==> config.mk <==
export PLATFORM = sky130hd
export DESIGN_NAME = pipelined_prefix_adder_flat
export DESIGN_NICKNAME = d
export VERILOG_FILES = /design/src/rtl/pipelined_prefix_adder_pkg.sv /design/src/rtl/pipelined_prefix_adder_if.sv /design/src/rtl/pipelined_prefix_adder_level.sv /design/src/rtl/pipelined_prefix_adder.sv /design/src/flat_wrapper.sv
export SDC_FILE = /design/constraint.sdc
export NUM_CORES = 1
export LEC_CHECK = 0
export CAP_MARGIN = 0
export CORE_MARGIN = 1
export CORE_UTILIZATION = 54
export CTS_BUF_LIST = sky130_fd_sc_hd__clkbuf_8 sky130_fd_sc_hd__clkbuf_16
export DETAILED_ROUTE_END_ITERATION = 10
export GPL_TIMING_DRIVEN = 0
export HOLD_SLACK_MARGIN = 0.1
export MAX_ROUTING_LAYER = met4
export PLACE_DENSITY_LB_ADDON = 0.08
export SETUP_SLACK_MARGIN = 0.02
export SYNTH_ARGS = -nofsm -noshare
export SYNTH_HDL_FRONTEND = slang
export SYNTH_SLANG_ARGS = --single-unit
==> constraint.sdc <==
create_clock -name clk -period 5.7 [get_ports clk]
set_clock_uncertainty 0.15 [all_clocks]
set_input_delay 1.71 -clock clk [delete_from_list [all_inputs] [get_ports clk]]
set_output_delay 1.71 -clock clk [all_outputs]
set_load 0.02 [all_outputs]
==> src/rtl/pipelined_prefix_adder_pkg.sv <==
// prefix_adder_pkg: shared types and elaboration-time helpers for the
// pipelined Brent-Kung adder.
//   gp_t           generate/propagate pair carried through the prefix tree
//   gp_combine     prefix operator: (g,p)hi o (g,p)lo
//   up_levels      number of up-sweep levels for a given width
//   prefix_levels  total prefix levels (up-sweep + down-sweep)
//   level_lo       first prefix level owned by a pipeline stage
//   level_stage    pipeline stage that owns a given prefix level
package prefix_adder_pkg;

    typedef struct packed {
        logic g;
        logic p;
    } gp_t;

    function automatic gp_t gp_combine(input gp_t hi, input gp_t lo);
        gp_t r;
        r.g = hi.g | (hi.p & lo.g);
        r.p = hi.p & lo.p;
        return r;
    endfunction

    function automatic int up_levels(input int width);
        return $clog2(width);
    endfunction

    // Brent-Kung: log2 levels up, one fewer down.
    function automatic int prefix_levels(input int width);
        return 2 * $clog2(width) - 1;
    endfunction

    function automatic int level_lo(input int stage, input int stages, input int nl);
        return (stage * nl) / stages;
    endfunction

    function automatic int level_stage(input int level, input int stages, input int nl);
        int r;
        r = 0;
        for (int k = 0; k < stages; k++) begin
            if (level >= level_lo(k, stages, nl) && level < level_lo(k + 1, stages, nl))
                r = k;
        end
        return r;
    endfunction

endpackage

==> src/rtl/pipelined_prefix_adder_if.sv <==
// pipelined_prefix_adder_if: valid/ready operand and result streams of the
// pipelined prefix adder.
//   in_valid/in_ready          operand beat handshake
//   in_a, in_b, in_cin, in_sub operands, carry-in, 0=add 1=subtract
//   out_valid/out_ready        result beat handshake
//   out_sum, out_cout          result and carry-out (1 = no borrow in subtract)
//   out_ovf                    signed overflow, only when PREFIX_ADDER_OVF_EN is defined
// Modports: master drives operands and out_ready, slave is the adder.
interface pipelined_prefix_adder_if #(
    parameter int WIDTH = 16
);
    logic             in_valid;
    logic             in_ready;
    logic [WIDTH-1:0] in_a;
    logic [WIDTH-1:0] in_b;
    logic             in_cin;
    logic             in_sub;
    logic             out_valid;
    logic             out_ready;
    logic [WIDTH-1:0] out_sum;
    logic             out_cout;
`ifdef PREFIX_ADDER_OVF_EN
    logic             out_ovf;
`endif

    modport master (
        output in_valid, in_a, in_b, in_cin, in_sub, out_ready,
        input  in_ready, out_valid, out_sum, out_cout
`ifdef PREFIX_ADDER_OVF_EN
        , input out_ovf
`endif
    );

    modport slave (
        input  in_valid, in_a, in_b, in_cin, in_sub, out_ready,
        output in_ready, out_valid, out_sum, out_cout
`ifdef PREFIX_ADDER_OVF_EN
        , output out_ovf
`endif
    );

endinterface

==> src/rtl/pipelined_prefix_adder_level.sv <==
// prefix_level: one level of a Brent-Kung prefix tree (purely combinational).
//   WIDTH   number of bit positions
//   LEVEL   level index k within its sweep; nodes combine with position i-2^k
//   UP      1 = up-sweep level, 0 = down-sweep level
//   gp_in   generate/propagate pairs entering the level
//   gp_out  generate/propagate pairs leaving the level
module prefix_level
    import prefix_adder_pkg::*;
#(
    parameter int WIDTH = 16,
    parameter int LEVEL = 0,
    parameter bit UP    = 1'b1
) (
    input  gp_t [WIDTH-1:0] gp_in,
    output gp_t [WIDTH-1:0] gp_out
);
    localparam int SPAN = 1 << LEVEL;

    for (genvar i = 0; i < WIDTH; i++) begin : g_node
        // Up-sweep closes blocks ending on a 2^(k+1) boundary; down-sweep
        // fills in the mid-block positions from the block prefix below them.
        // Positions past WIDTH never act as sources, so non power-of-two
        // widths behave like a truncated power-of-two tree.
        localparam bit ACTIVE = UP ? (((i + 1) % (2 * SPAN)) == 0)
                                   : ((((i + 1) % (2 * SPAN)) == SPAN) && (i >= 3 * SPAN - 1));
        if (ACTIVE) begin : g_comb
            assign gp_out[i] = gp_combine(gp_in[i], gp_in[i - SPAN]);
        end else begin : g_pass
            assign gp_out[i] = gp_in[i];
        end
    end

endmodule

==> src/rtl/pipelined_prefix_adder.sv <==
// pipelined_prefix_adder: WIDTH-bit add/subtract built on a Brent-Kung
// prefix carry network, split evenly across STAGES register boundaries with
// a global valid/ready stall.
//   clk  sole clock, rising edge
//   rst  synchronous active-high reset (clears valids and output registers)
//   bus  pipelined_prefix_adder_if.slave operand/result streams
// Optional feature: define PREFIX_ADDER_OVF_EN to add the out_ovf result.
module pipelined_prefix_adder
    import prefix_adder_pkg::*;
#(
    parameter int WIDTH  = 16,
    parameter int STAGES = 2
) (
    input  logic clk,
    input  logic rst,
    pipelined_prefix_adder_if.slave bus
);
    localparam int NL   = prefix_levels(WIDTH);
    localparam int NUP  = up_levels(WIDTH);
    localparam int NREG = (STAGES > 1) ? STAGES - 1 : 1;
    localparam int LAST = STAGES - 1;

    logic              adv;
    logic [WIDTH-1:0]  b_eff;
    logic              cin_eff;
    logic [WIDTH-1:0]  prop_gen;
    gp_t  [WIDTH-1:0]  gp_gen;

    gp_t  [WIDTH-1:0]  node_in   [NL];
    gp_t  [WIDTH-1:0]  node_out  [NL];
    gp_t  [WIDTH-1:0]  gp_in_s   [STAGES];
    gp_t  [WIDTH-1:0]  gp_out_s  [STAGES];
    logic [WIDTH-1:0]  prop_in_s [STAGES];
    logic              cin_in_s  [STAGES];

    gp_t  [WIDTH-1:0]  gp_p   [NREG];
    logic [WIDTH-1:0]  prop_p [NREG];
    logic              cin_p  [NREG];
    logic [STAGES-1:0] vld_p;
    logic [STAGES-1:0] vld_next;

    logic [WIDTH-1:0]  carry;
    logic [WIDTH-1:0]  sum_c;
    logic              cout_c;
    logic [WIDTH-1:0]  sum_p;
    logic              cout_p;

    // Whole pipeline moves together; reset forces readiness.
    assign adv          = rst || !vld_p[LAST] || bus.out_ready;
    assign bus.in_ready = adv;

    // ---- operand conditioning: subtract is a + ~b + 1 ----
    assign b_eff    = bus.in_sub ? ~bus.in_b : bus.in_b;
    assign cin_eff  = bus.in_sub || bus.in_cin;
    assign prop_gen = bus.in_a ^ b_eff;

    always_comb begin
        for (int i = 0; i < WIDTH; i++) begin
            gp_gen[i].g = bus.in_a[i] & b_eff[i];
            gp_gen[i].p = prop_gen[i];
        end
        // Carry-in folded into bit 0, so each prefix g is the carry out of that bit.
        gp_gen[0].g = (bus.in_a[0] & b_eff[0]) | (prop_gen[0] & cin_eff);
    end

    // ---- prefix levels, each owned by one pipeline stage ----
    for (genvar l = 0; l < NL; l++) begin : g_level
        localparam bit IS_UP = (l < NUP);
        localparam int K     = IS_UP ? l : (2 * NUP - 2 - l);
        localparam int ST    = level_stage(l, STAGES, NL);
        localparam int LO    = level_lo(ST, STAGES, NL);
        if (l == LO) begin : g_first
            assign node_in[l] = gp_in_s[ST];
        end else begin : g_chain
            assign node_in[l] = node_out[l - 1];
        end
        prefix_level #(
            .WIDTH (WIDTH),
            .LEVEL (K),
            .UP    (IS_UP)
        ) u_level (
            .gp_in  (node_in[l]),
            .gp_out (node_out[l])
        );
    end

    for (genvar s = 0; s < STAGES; s++) begin : g_stage
        localparam int LO = level_lo(s, STAGES, NL);
        localparam int HI = level_lo(s + 1, STAGES, NL);
        if (s == 0) begin : g_src
            assign gp_in_s[s]   = gp_gen;
            assign prop_in_s[s] = prop_gen;
            assign cin_in_s[s]  = cin_eff;
        end else begin : g_reg
            assign gp_in_s[s]   = gp_p[s - 1];
            assign prop_in_s[s] = prop_p[s - 1];
            assign cin_in_s[s]  = cin_p[s - 1];
        end
        if (HI > LO) begin : g_work
            assign gp_out_s[s] = node_out[HI - 1];
        end else begin : g_thru
            assign gp_out_s[s] = gp_in_s[s];
        end
    end

    // ---- stage boundaries _p0.._p(STAGES-2): intermediate prefix state ----
    always_ff @(posedge clk) begin
        if (adv) begin
            for (int s = 0; s < STAGES - 1; s++) begin
                gp_p[s]   <= gp_out_s[s];
                prop_p[s] <= prop_in_s[s];
                cin_p[s]  <= cin_in_s[s];
            end
        end
    end

    always_comb begin
        vld_next    = vld_p << 1;
        vld_next[0] = bus.in_valid;
    end

    always_ff @(posedge clk) begin
        if (rst)
            vld_p <= '0;
        else if (adv)
            vld_p <= vld_next;
    end

    // ---- final stage: sum = p ^ carry-in of each bit ----
    always_comb begin
        carry[0] = cin_in_s[LAST];
        for (int i = 1; i < WIDTH; i++)
            carry[i] = gp_out_s[LAST][i - 1].g;
        sum_c  = prop_in_s[LAST] ^ carry;
        cout_c = gp_out_s[LAST][WIDTH - 1].g;
    end

    // ---- output boundary: drives the result port directly ----
    always_ff @(posedge clk) begin
        if (rst) begin
            sum_p  <= '0;
            cout_p <= 1'b0;
        end else if (adv) begin
            sum_p  <= sum_c;
            cout_p <= cout_c;
        end
    end

    assign bus.out_valid = vld_p[LAST];
    assign bus.out_sum   = sum_p;
    assign bus.out_cout  = cout_p;

`ifdef PREFIX_ADDER_OVF_EN
    // Signed overflow: carry into the MSB differs from carry out of it.
    logic ovf_c;
    logic ovf_p;
    assign ovf_c = carry[WIDTH - 1] ^ cout_c;

    always_ff @(posedge clk) begin
        if (rst)
            ovf_p <= 1'b0;
        else if (adv)
            ovf_p <= ovf_c;
    end

    assign bus.out_ovf = ovf_p;
`endif

endmodule

==> src/flat_wrapper.sv <==
// flat-port wrapper written by rule: the top's interface ports become plain ports
module pipelined_prefix_adder_flat import prefix_adder_pkg::*;
#(
    parameter int WIDTH  = 16,
    parameter int STAGES = 2
)
  (clk, rst, bus_in_valid, bus_in_a, bus_in_b, bus_in_cin, bus_in_sub, bus_out_ready, bus_in_ready, bus_out_valid, bus_out_sum, bus_out_cout);
  pipelined_prefix_adder_if #(.WIDTH(WIDTH)) bus_i ();
  input  logic clk;
  input  logic rst;
  input wire logic [$bits(bus_i.in_valid)-1:0] bus_in_valid;
  input wire logic [$bits(bus_i.in_a)-1:0] bus_in_a;
  input wire logic [$bits(bus_i.in_b)-1:0] bus_in_b;
  input wire logic [$bits(bus_i.in_cin)-1:0] bus_in_cin;
  input wire logic [$bits(bus_i.in_sub)-1:0] bus_in_sub;
  input wire logic [$bits(bus_i.out_ready)-1:0] bus_out_ready;
  output wire logic [$bits(bus_i.in_ready)-1:0] bus_in_ready;
  output wire logic [$bits(bus_i.out_valid)-1:0] bus_out_valid;
  output wire logic [$bits(bus_i.out_sum)-1:0] bus_out_sum;
  output wire logic [$bits(bus_i.out_cout)-1:0] bus_out_cout;
  assign bus_i.in_valid = bus_in_valid;
  assign bus_i.in_a = bus_in_a;
  assign bus_i.in_b = bus_in_b;
  assign bus_i.in_cin = bus_in_cin;
  assign bus_i.in_sub = bus_in_sub;
  assign bus_i.out_ready = bus_out_ready;
  assign bus_in_ready = bus_i.in_ready;
  assign bus_out_valid = bus_i.out_valid;
  assign bus_out_sum = bus_i.out_sum;
  assign bus_out_cout = bus_i.out_cout;
  pipelined_prefix_adder #(.WIDTH(WIDTH), .STAGES(STAGES)) u_core (.clk(clk), .rst(rst), .bus(bus_i));
endmodule
==> qor.yml, run 1 <==
placement:
  dpl.hpwl_um: 3260
  gp_congestion: 0.790
  portBuffers: 54
timing:
  finalMaxSlewViolations: 0
  finalHoldViolations: 0
  finalCriticalPeriod_ns: 5.39
  period_share_pct: 94.6
  fmax_mhz: 185
  tightest_slew_ns: 0.500
  relSlewSlack_pct: 66.7
  finalSetupViolCount: 0
  rsz0062_at_grt: "false"
final_layout:
  diodes: 0
  fillers: 318
  layout.nets: 338
  utilization_pct: 74.8
  syn_to_final_growth_pct: 29.9
  drive_above_1_share_pct: 6.76
cts:
  clk_path_buf_depth: 2
  clock_latency_ns: 0.32
  cts_tree: "yes"
  cts_hold_buf: 0
  post_cts_buffers: 0
  cts-root-buf: "clkbuf_8"
  cts_buffers: 9
  clkTransAtPathRegs_ns: 0.06
  cts_htree_levels: 3
  post_cts_resized: 1
  cts.sinks: 57
floorplanning:
  io_pins: 57
  start_util_pct: 57.6
  num_rows: 24
  die_area_um2: 5050
  die_x_um: 71.1
  die_h_um: 71.1
  fp.coreArea_um2: 4470
power:
  p_per_area_nw_per_um2: 320
  peakVddDrop_uv: 159
  p_leak_nw: 1.42
  power.total_mw: 1.07
synthesis:
  syn-mean-instance-area_um2: 12.2
  ys_seq_elements: 57
  synth_area_um2: 2580
  async_flop_share_pct: 0
  yosys.area.top_type: "edfxtp_1"
  ys_top_cells_by_area: "edfxtp_1 (44%), dfxtp_1 (15%), ha_1 (11%)"
  syn_inst: 212
  syn_nets: 273
  synth_edf_count: 38
  ys_seq_area_share_pct: 59.0
  yosysWarningCount: 0
  synth_common_cells: "edfxtp_1 (38), nand2_1 (25), ha_1 (23)"
  synth.distinct_cells: 29
  synth_top_area_share_pct: 44.3
  synth-main-ff-cell: "edfxtp_1"
  synth.most_common_cell: "edfxtp_1"
worst_setup_path:
  crit_chain: "clkdlybuf4s50_1, nor2b_1, buf_2, nand2b_4, clkdlybuf4s50_1"
  slowest_stage: "clkdlybuf4s50_1"
  crit_path_max_incr_delay_ns: 0.70
  critical_path_class: "input pin to output port"
  worstPathRequired_ns: 3.84
  crit_path_end_kind: "output port"
  cp.arrival_ns: 3.53
  path_max_fanout: 39
  worst_path_most_repeated_cell: "clkdlybuf4s50_1"
  start_kind: "input pin"
job:
  maxCapViolCount: 0
routing:
  dr_wl_met3_um: 215
  drt-initial-drc-count: 68
  route.detailed.drc: 2
  drt-wirelength-per-cell_um: 13.7
  routed_wl_um: 4550
  highest_layer: "met4"
  dr.pass1.iters: 8
  wl_met2_um: 2250
  antenna_left: 0
  wl_met1_um: 2060
  num_vias: 1742
  avgViaCountPerCell: 5.23
global_routing:
  grt_pass1_wl_um: 7660
  antenna_found_initial: 0
  track_usage_pct: 21.3
  grt-ovfl-total: 0
  first_global_vias: 1670
  grt_max_degree: 40
status:
  status: "finished with violations"
  violations: "DRC"
hold_path:
  hp-class: "flip-flop to flip-flop"
==> placed cells by master, fill, tap and decap left out, types with 2 or more instances in the layout <==
cell,Yosys,routed
edfxtp_1,38,38
a21oi_1,20,20
nand2_1,25,25
o21ai_0,7,7
xor2_1,16,16
a21o_1,9,9
buf_2,5,5
ha_1,23,23
nand3_1,9,9
dfxtp_1,19,19
or3_1,7,7
clkbuf_8,0,10
a211oi_1,4,4
and2_1,5,5
clkdlybuf4s50_1,0,54
clkbuf_1,2,2
xnor2_1,2,2
inv_1,1,5
nand2b_1,3,2
nor2_1,6,6
==> state kept, by name, indices dropped and copies added, names as in the netlist <==
| name | count |
|---|---|
| u_core.gp_p | 29 |
| u_core.bus.out_sum | 16 |
| u_core.prop_p | 8 |
| u_core.vld_p | 2 |
| u_core.bus.out_cout | 1 |
| u_core.cin_p | 1 |
==> area by class of cell <==
type,instances,area (µm²),area share [%]
Multi-Input combinational cell,146,1020,30.4
Clock inverter,5,18.8,0.561
Tap cell,52,65.1,1.94
Sequential cell,57,1520,45.5
Buffer,8,43.8,1.31
Inverter,1,3.75,0.112
Timing Repair Buffer,54,541,16.1
Clock buffer,10,138,4.11
==> path summary, 6_finish.rpt <==
| kind | startpoint | end | slack [ns] | depth (start not counted) |
|---|---|---|---|---|
| max | bus_out_ready | bus_in_ready | 0.31 | 5 |
| min | u_core.bus.out_sum[12]$_SDFFE_PP0P_ | u_core.bus.out_sum[12]$_SDFFE_PP0P_ | 0.30 | 2 |
| max reg2reg | u_core.gp_p[0][15]$_DFFE_PP_ | u_core.bus.out_sum[15]$_SDFFE_PP0P_ | 3.83 | 6 |
| min reg2reg | u_core.bus.out_sum[12]$_SDFFE_PP0P_ | u_core.bus.out_sum[12]$_SDFFE_PP0P_ | 0.30 | 2 |
==> metrics by stage <==
stage	worst slack [ns]	cells	setup TNS [ns]	cell area, µm²	hold WS, ns
after floorplan	0.730	212	0	2580	0.282
after global placement	-0.582	318	-0.582	3180	0.287
after detailed placement	0.000446	318	0	3190	0.294
after CTS	0.289	333	0	3350	0.301
after global routing	0.188	333	0	3350	0.313
final	0.309	333	0	3350	0.300
==> critical path: cells and delay by family <==
family | cells | cell delay [ns]
buf+inv | 3 | 1.36
simple gates | 2 | 0.45
==> kinds of logic (layout without fill, tap and decap cells) <==
kind of cell	after synthesis	count (layout)	synth area share [%]
fa+ha+maj	23	23	11.2
compound gates	44	44	10.3
buf+inv	9	78	1.84
simple gates	61	61	11.5
flops	57	57	59.0
xor+xnor	18	18	6.12
==> layer usage <==
metal / GRT usage (%) / up-vias
li1: - / 900
met1: 26.9 / 789
met3: 6.84 / 4
met4: 8.00 / 0
met2: 32.2 / 49
met5: - / -
==> where the power goes <==
group          total [mW]  internal [mW]  switching [mW]  leakage [nW]
registers           0.539          0.512          0.0269         0.573
logic               0.233          0.122           0.112         0.756
clock network       0.298          0.159           0.139        0.0948
Note: power is estimated with default switching activity, not from simulation.
==> inputs of run 2 (changes only) <==
Settings changed: RECOVER_POWER from default to 100.
==> run 2 against run 1 <==
The run still ends with DRC left. Count of clock-buffer cells in the layout unchanged. Critical path type unchanged. Register-to-register slack about the same. Sequential power about the same. Wire length increased by 0.40%. Fmax decreased by 1.5%. Global-route usage unchanged. Total power decreased by 1.0%. Clock power about the same. Setup slack got worse by 0.082 ns. First-iteration DRC count increased by 13%. Largest cell class unchanged.
==> qor.yml, run 2 (synthesis gave the netlist of run 1 again) <==
hold_path:
  min_path_cells: 2  # unchanged
  worstHoldStart: "u_core.bus.out_sum[12]$_SDFFE_PP0P_"
  hp-class: "flip-flop to flip-flop"
  holdPathEnd: "u_core.bus.out_sum[12]$_SDFFE_PP0P_"
cts:
  clock_latency_ns: 0.32  # about the same
  cts_tree: "yes"
  clkTransAtPathRegs_ns: 0.06  # about the same
  clk_path_buf_depth: 2  # unchanged
  cts_htree_levels: 3  # unchanged
  cts.sinks: 57  # unchanged
  post_cts_buffers: 0  # unchanged
  cts_buffers: 9  # unchanged
  cts_hold_buf: 0  # unchanged
  cts-root-buf: "clkbuf_8"
placement:
  dpl.hpwl_um: 3260  # unchanged
  gp_congestion: 0.790  # unchanged
  portBuffers: 54  # unchanged
  pre_cts_ws_ns: 0.000446  # unchanged
timing:
  rsz0062_at_grt: "false"
  finalHoldViolations: 0  # unchanged
  finalCriticalPeriod_ns: 5.47  # +0.0819 ns
  setup_slack_ns: 0.227  # -0.0819 ns
  finalSetupViolCount: 0  # unchanged
  relSlewSlack_pct: 52.4  # -14 points
  fmax_mhz: 183  # -1.5%
  tightest_slew_ns: 0.713  # +0.213 ns
  period_share_pct: 96.0  # +1.4 points
  finalMaxSlewViolations: 0  # unchanged
final_layout:
  layout.nets: 338  # unchanged
  diodes: 0  # unchanged
  largest_reg_flops: 29  # unchanged
  drive_above_1_share_pct: 4.98  # -1.8 points
  syn_to_final_growth_pct: 29.4
  final_common_cell: "edfxtp_1"
  utilization_pct: 74.5  # -0.28 points
  top_register: "u_core.gp_p"
  mostFrequentLayoutCells: "edfxtp_1 (38), clkdlybuf4s50_1 (32), nand2_1 (25)"
power:
  p_per_area_nw_per_um2: 317  # -0.67%
  peakVddDrop_uv: 159  # +0.13%
  power.total_mw: 1.06  # -1.0%
  p_leak_nw: 1.44  # +1.3%
global_routing:
  grt_pass1_wl_um: 7660  # unchanged
  track_usage_pct: 21.3  # unchanged
  antenna_found_initial: 0  # unchanged
  grt-ovfl-total: 0  # unchanged
  first_global_vias: 1670  # unchanged
  grt_max_degree: 40  # unchanged
worst_setup_path:
  r2r_setup_slack_ns: 3.82  # about the same
  start_kind: "input pin"
  crit_path_end_kind: "output port"
  crit_chain: "dlygate4sd3_1, nor2b_1, buf_2, nand2b_4, clkdlybuf4s50_1"
  reg2reg_to: "u_core.bus.out_sum[15]$_SDFFE_PP0P_"
  reg2reg_from: "u_core.gp_p[0][15]$_DFFE_PP_"
  crit_path_max_incr_delay_ns: 0.70  # about the same
  cp.arrival_ns: 3.61  # +0.08 ns
  worstPathRequired_ns: 3.84  # about the same
  cp_top_family: "buffers and inverters"
  path_max_fanout: 39  # unchanged
  r2r_cells: 6  # unchanged
  crit_buf_inv: 3  # unchanged
  slowest_stage: "clkdlybuf4s50_1"
  critical_path_class: "input pin to output port"
job:
  maxCapViolCount: 0  # unchanged
floorplanning:
  die_h_um: 71.1  # unchanged
  die_x_um: 71.1  # unchanged
  start_util_pct: 57.6  # unchanged
  fp.coreArea_um2: 4470  # unchanged
  die_area_um2: 5050  # unchanged
  io_pins: 57  # unchanged
  num_rows: 24  # unchanged
routing:
  num_vias: 1743  # +0.057%
  route.detailed.drc: 2  # unchanged
  avgViaCountPerCell: 5.23  # about the same
  drt-initial-drc-count: 77  # +13%
  antenna_left: 0  # unchanged
  routed_wl_um: 4570  # +0.40%
  drt-wirelength-per-cell_um: 13.7  # +0.40%
  dr.pass1.iters: 8  # unchanged
status:
  status: "finished with violations"
  violations: "DRC"
## run 2: changes by cell type in the layout (fill, tap and decap cells not counted), sizes merged
cell           delta
clkdlybuf4s50    -22
dlygate4sd3      +22
clkbuf            +5
buf               -5
## run 2: cell type report
class	instances	area, µm²
Fill cell	324	1140
Clock buffer	10	138
Sequential cell	57	1520
Buffer	8	31.3
Inverter	1	3.75
Timing Repair Buffer	54	541
Multi-Input combinational cell	146	1020
Clock inverter	5	18.8
Tap cell	52	65.1
## run 2: power breakdown
group          total [mW]  switching, mW  internal, mW
Combinational       0.224          0.112         0.112
Sequential          0.537         0.0256         0.512
Clock               0.297          0.138         0.159
## run 2: worst reg2reg max path: cells and delay by family (launching register included)
| family | cells | cell delay (ns) |
|---|---|---|
| flip-flops | 1 | 0.46 |
| adder cells (fa/ha/maj) | 1 | 0.20 |
| AO/OA/AOI/OAI | 3 | 0.49 |
| AND/OR/NAND/NOR | 2 | 0.46 |
## run 2: worst max-delay path by stage
| stage | from | to | slack [ns] | cells after the start |
|---|---|---|---|---|
| after detailed placement | bus_out_ready | bus_in_ready | 0.0004 | 5 |
| final | bus_out_ready | bus_in_ready | 0.23 | 5 |
| after floorplan | rst | bus_in_ready | 0.73 | 2 |
| after CTS | bus_out_ready | bus_in_ready | 0.29 | 5 |
| after global routing | bus_out_ready | bus_in_ready | 0.10 | 5 |
| after global placement | bus_out_ready | bus_in_ready | -0.58 | 5 |
## run 2: per-layer routing
layer | global-route usage, % | vias to the layer above | part of all wire (%)
met5 | - | - | 0
met4 | 8.00 | 0 | 0.48
met3 | 6.84 | 4 | 5.2
met2 | 32.2 | 54 | 49
met1 | 26.9 | 784 | 45
li1 | - | 901 | -
## run 2: repair_timing
| action | 4_1_cts | 5_1_grt |
|---|---|---|
| endpoints found under the setup margin | 1 | 0 |
| hold endpoints to repair | 0 | 0 |
| gates resized for setup | 1 | 0 |
## run 2: per-stage QoR
step,std cells,cell area [µm²],hold WS (ns),TNS (ns)
after global routing,333,3330,0.310,0
after detailed placement,318,3190,0.294,0
after CTS,333,3350,0.301,0
after floorplan,212,2580,0.282,0
after global placement,318,3180,0.287,-0.582
final,333,3330,0.297,0
==> inputs of run 3 (changes only) <==
Settings changed: ABC_AREA from default to 0, CELL_PAD_IN_SITES_DETAIL_PLACEMENT from default to 0, CELL_PAD_IN_SITES_GLOBAL_PLACEMENT from default to 1, CORE_UTILIZATION 54 to 43.
==> run 3 against run 2 <==
The flow now finishes without violations. Cell area up 1.2%. Non-clock buffer count unchanged. Flip-flop and latch count unchanged. Die area up 25%. Total power up 2.1%. Sequential share of layout area down 0.56 points. Fmax down 0.13%. Sequential power about the same. Wire length up 6.5%. Clock power up 7.7%. Count of clock-buffer cells in the layout up 1.
==> qor.yml, run 3 (synthesis gave the netlist of run 1 again) <==
worst_setup_path:
  path_max_fanout: 39  # unchanged
  cp.arrival_ns: 3.62  # about the same
  crit_path_end_kind: "output port"
  worstPathRequired_ns: 3.84  # about the same
  critical_path_class: "input pin to output port"
  crit_path_max_incr_delay_ns: 0.70  # about the same
  slowest_stage: "clkdlybuf4s50_1"
  crit_chain: "dlygate4sd3_1, nor2b_1, buf_2, nand2b_4, clkdlybuf4s50_1"
  start_kind: "input pin"
final_layout:
  regArea_um2: 1520  # unchanged
  largest_reg_flops: 29  # unchanged
  mostFrequentLayoutCells: "edfxtp_1 (38), clkdlybuf4s50_1 (32), nand2_1 (25)"
  multi_input_area_um2: 1020  # unchanged
  diodes: 0  # unchanged
  syn_to_final_growth_pct: 31.0
  drive_above_1_share_pct: 6.03  # +1.0 points
  layout.nets: 338  # unchanged
  utilization_pct: 59.8  # -15 points
  fillers: 463  # +43%
  top_register: "u_core.gp_p"
  final_common_cell: "edfxtp_1"
timing:
  fmax_mhz: 182  # -0.13%
  finalHoldViolations: 0  # unchanged
  tns_ns: 0  # unchanged
  finalSetupViolCount: 0  # unchanged
  relSlewSlack_pct: 47.8  # -4.6 points
  tightest_slew_ns: 0.782  # +0.0691 ns
  hold-worst-slack_ns: 0.296  # -0.000113 ns
  finalMaxSlewViolations: 0  # unchanged
  finalCriticalPeriod_ns: 5.48  # +0.00734 ns
  period_share_pct: 96.1  # +0.13 points
  rsz0062_at_grt: "false"
hold_path:
  hp-class: "flip-flop to flip-flop"
global_routing:
  track_usage_pct: 18.0  # -3.3 points
  grt-ovfl-total: 0  # unchanged
  first_global_vias: 1652  # -1.1%
  grt_pass1_wl_um: 7930  # +3.5%
  grt_max_degree: 40  # unchanged
  antenna_found_initial: 0  # unchanged
routing:
  drt-wirelength-per-cell_um: 13.7  # +0.18%
  routed_wl_um: 4870  # +6.5%
  dr.pass1.iters: 4  # -4
  num_vias: 1756  # +0.75%
  drt-initial-drc-count: 89  # +16%
  antenna_left: 0  # unchanged
  avgViaCountPerCell: 4.96  # -5.2%
  route.detailed.drc: 0  # -2
floorplanning:
  start_util_pct: 45.7  # -12 points
  io_pins: 57  # unchanged
  die_x_um: 79.4  # +12%
  num_rows: 27  # +13%
  die_area_um2: 6310  # +25%
  fp.coreArea_um2: 5640  # +26%
  die_h_um: 79.4  # +12%
cts:
  cts-root-buf: "clkbuf_8"
  clkTransAtPathRegs_ns: 0.06  # about the same
  post_cts_buffers: 0  # unchanged
  cts_tree: "yes"
  cts_htree_levels: 3  # unchanged
  cts.sinks: 57  # unchanged
  post_cts_resized: 1  # unchanged
  clk_path_buf_depth: 2  # unchanged
  clock_latency_ns: 0.33  # about the same
  cts_hold_buf: 0  # unchanged
  cts_buffers: 9  # unchanged
placement:
  dpl.hpwl_um: 3490  # +6.8%
  portBuffers: 54  # unchanged
  gp_congestion: 0.719  # -9.0%
power:
  p_leak_nw: 1.44  # about the same
  peakVddDrop_uv: 167  # +4.8%
  p_per_area_nw_per_um2: 320  # +0.87%
  power.total_mw: 1.08  # +2.1%
status:
  status: "complete, no violations"
job:
  maxCapViolCount: 0  # unchanged
-- run 3: power breakdown --
part | switching, mW | internal [mW]
Sequential | 0.0253 | 0.511
Combinational | 0.112 | 0.112
Clock | 0.145 | 0.175
-- run 3: final timing paths --
check	start	to	slack, ns	depth (start not counted)
worst min-delay path	u_core.bus.out_sum[2]$_SDFFE_PP0P_	u_core.bus.out_sum[2]$_SDFFE_PP0P_	0.30	2
worst max register to register	u_core.gp_p[0][15]$_DFFE_PP_	u_core.bus.out_sum[15]$_SDFFE_PP0P_	3.82	6
worst max-delay path	bus_out_ready	bus_in_ready	0.22	5
worst min register to register	u_core.bus.out_sum[2]$_SDFFE_PP0P_	u_core.bus.out_sum[2]$_SDFFE_PP0P_	0.30	2
-- run 3: worst max-delay path: cells and delay by family --
family                 cells  cell delay, ns
buffers and inverters      3            1.42
and+or+nand+nor            2            0.46
-- run 3: area by class of cell --
cell class | count | share of cell area (%)
clock buffer | 11 | 4.48
clock inverter | 5 | 0.630
tap | 72 | 2.67
sequential | 57 | 45.1
buffer | 8 | 0.927
timing repair buffer | 54 | 16.0
inverter | 1 | 0.111
multi-input combinational | 146 | 30.1
-- run 3: layer usage --
metal | track usage, % | share of wire, % | up-vias
met2 | 27.3 | 47 | 51
met3 | 6.86 | 6.1 | 7
met5 | - | 0 | -
li1 | - | - | 901
met1 | 22.0 | 46 | 797
met4 | 6.00 | 1.2 | 0
-- run 3: per-stage QoR --
stage               setup WS (ns)  cell area (µm²)  std cells
floorplan                   0.730             2580        212
global placement           -0.643             3210        338
detailed placement        -0.0259             3210        338
CTS                         0.271             3390        354
global route                0.121             3380        354
finish                      0.220             3380        354
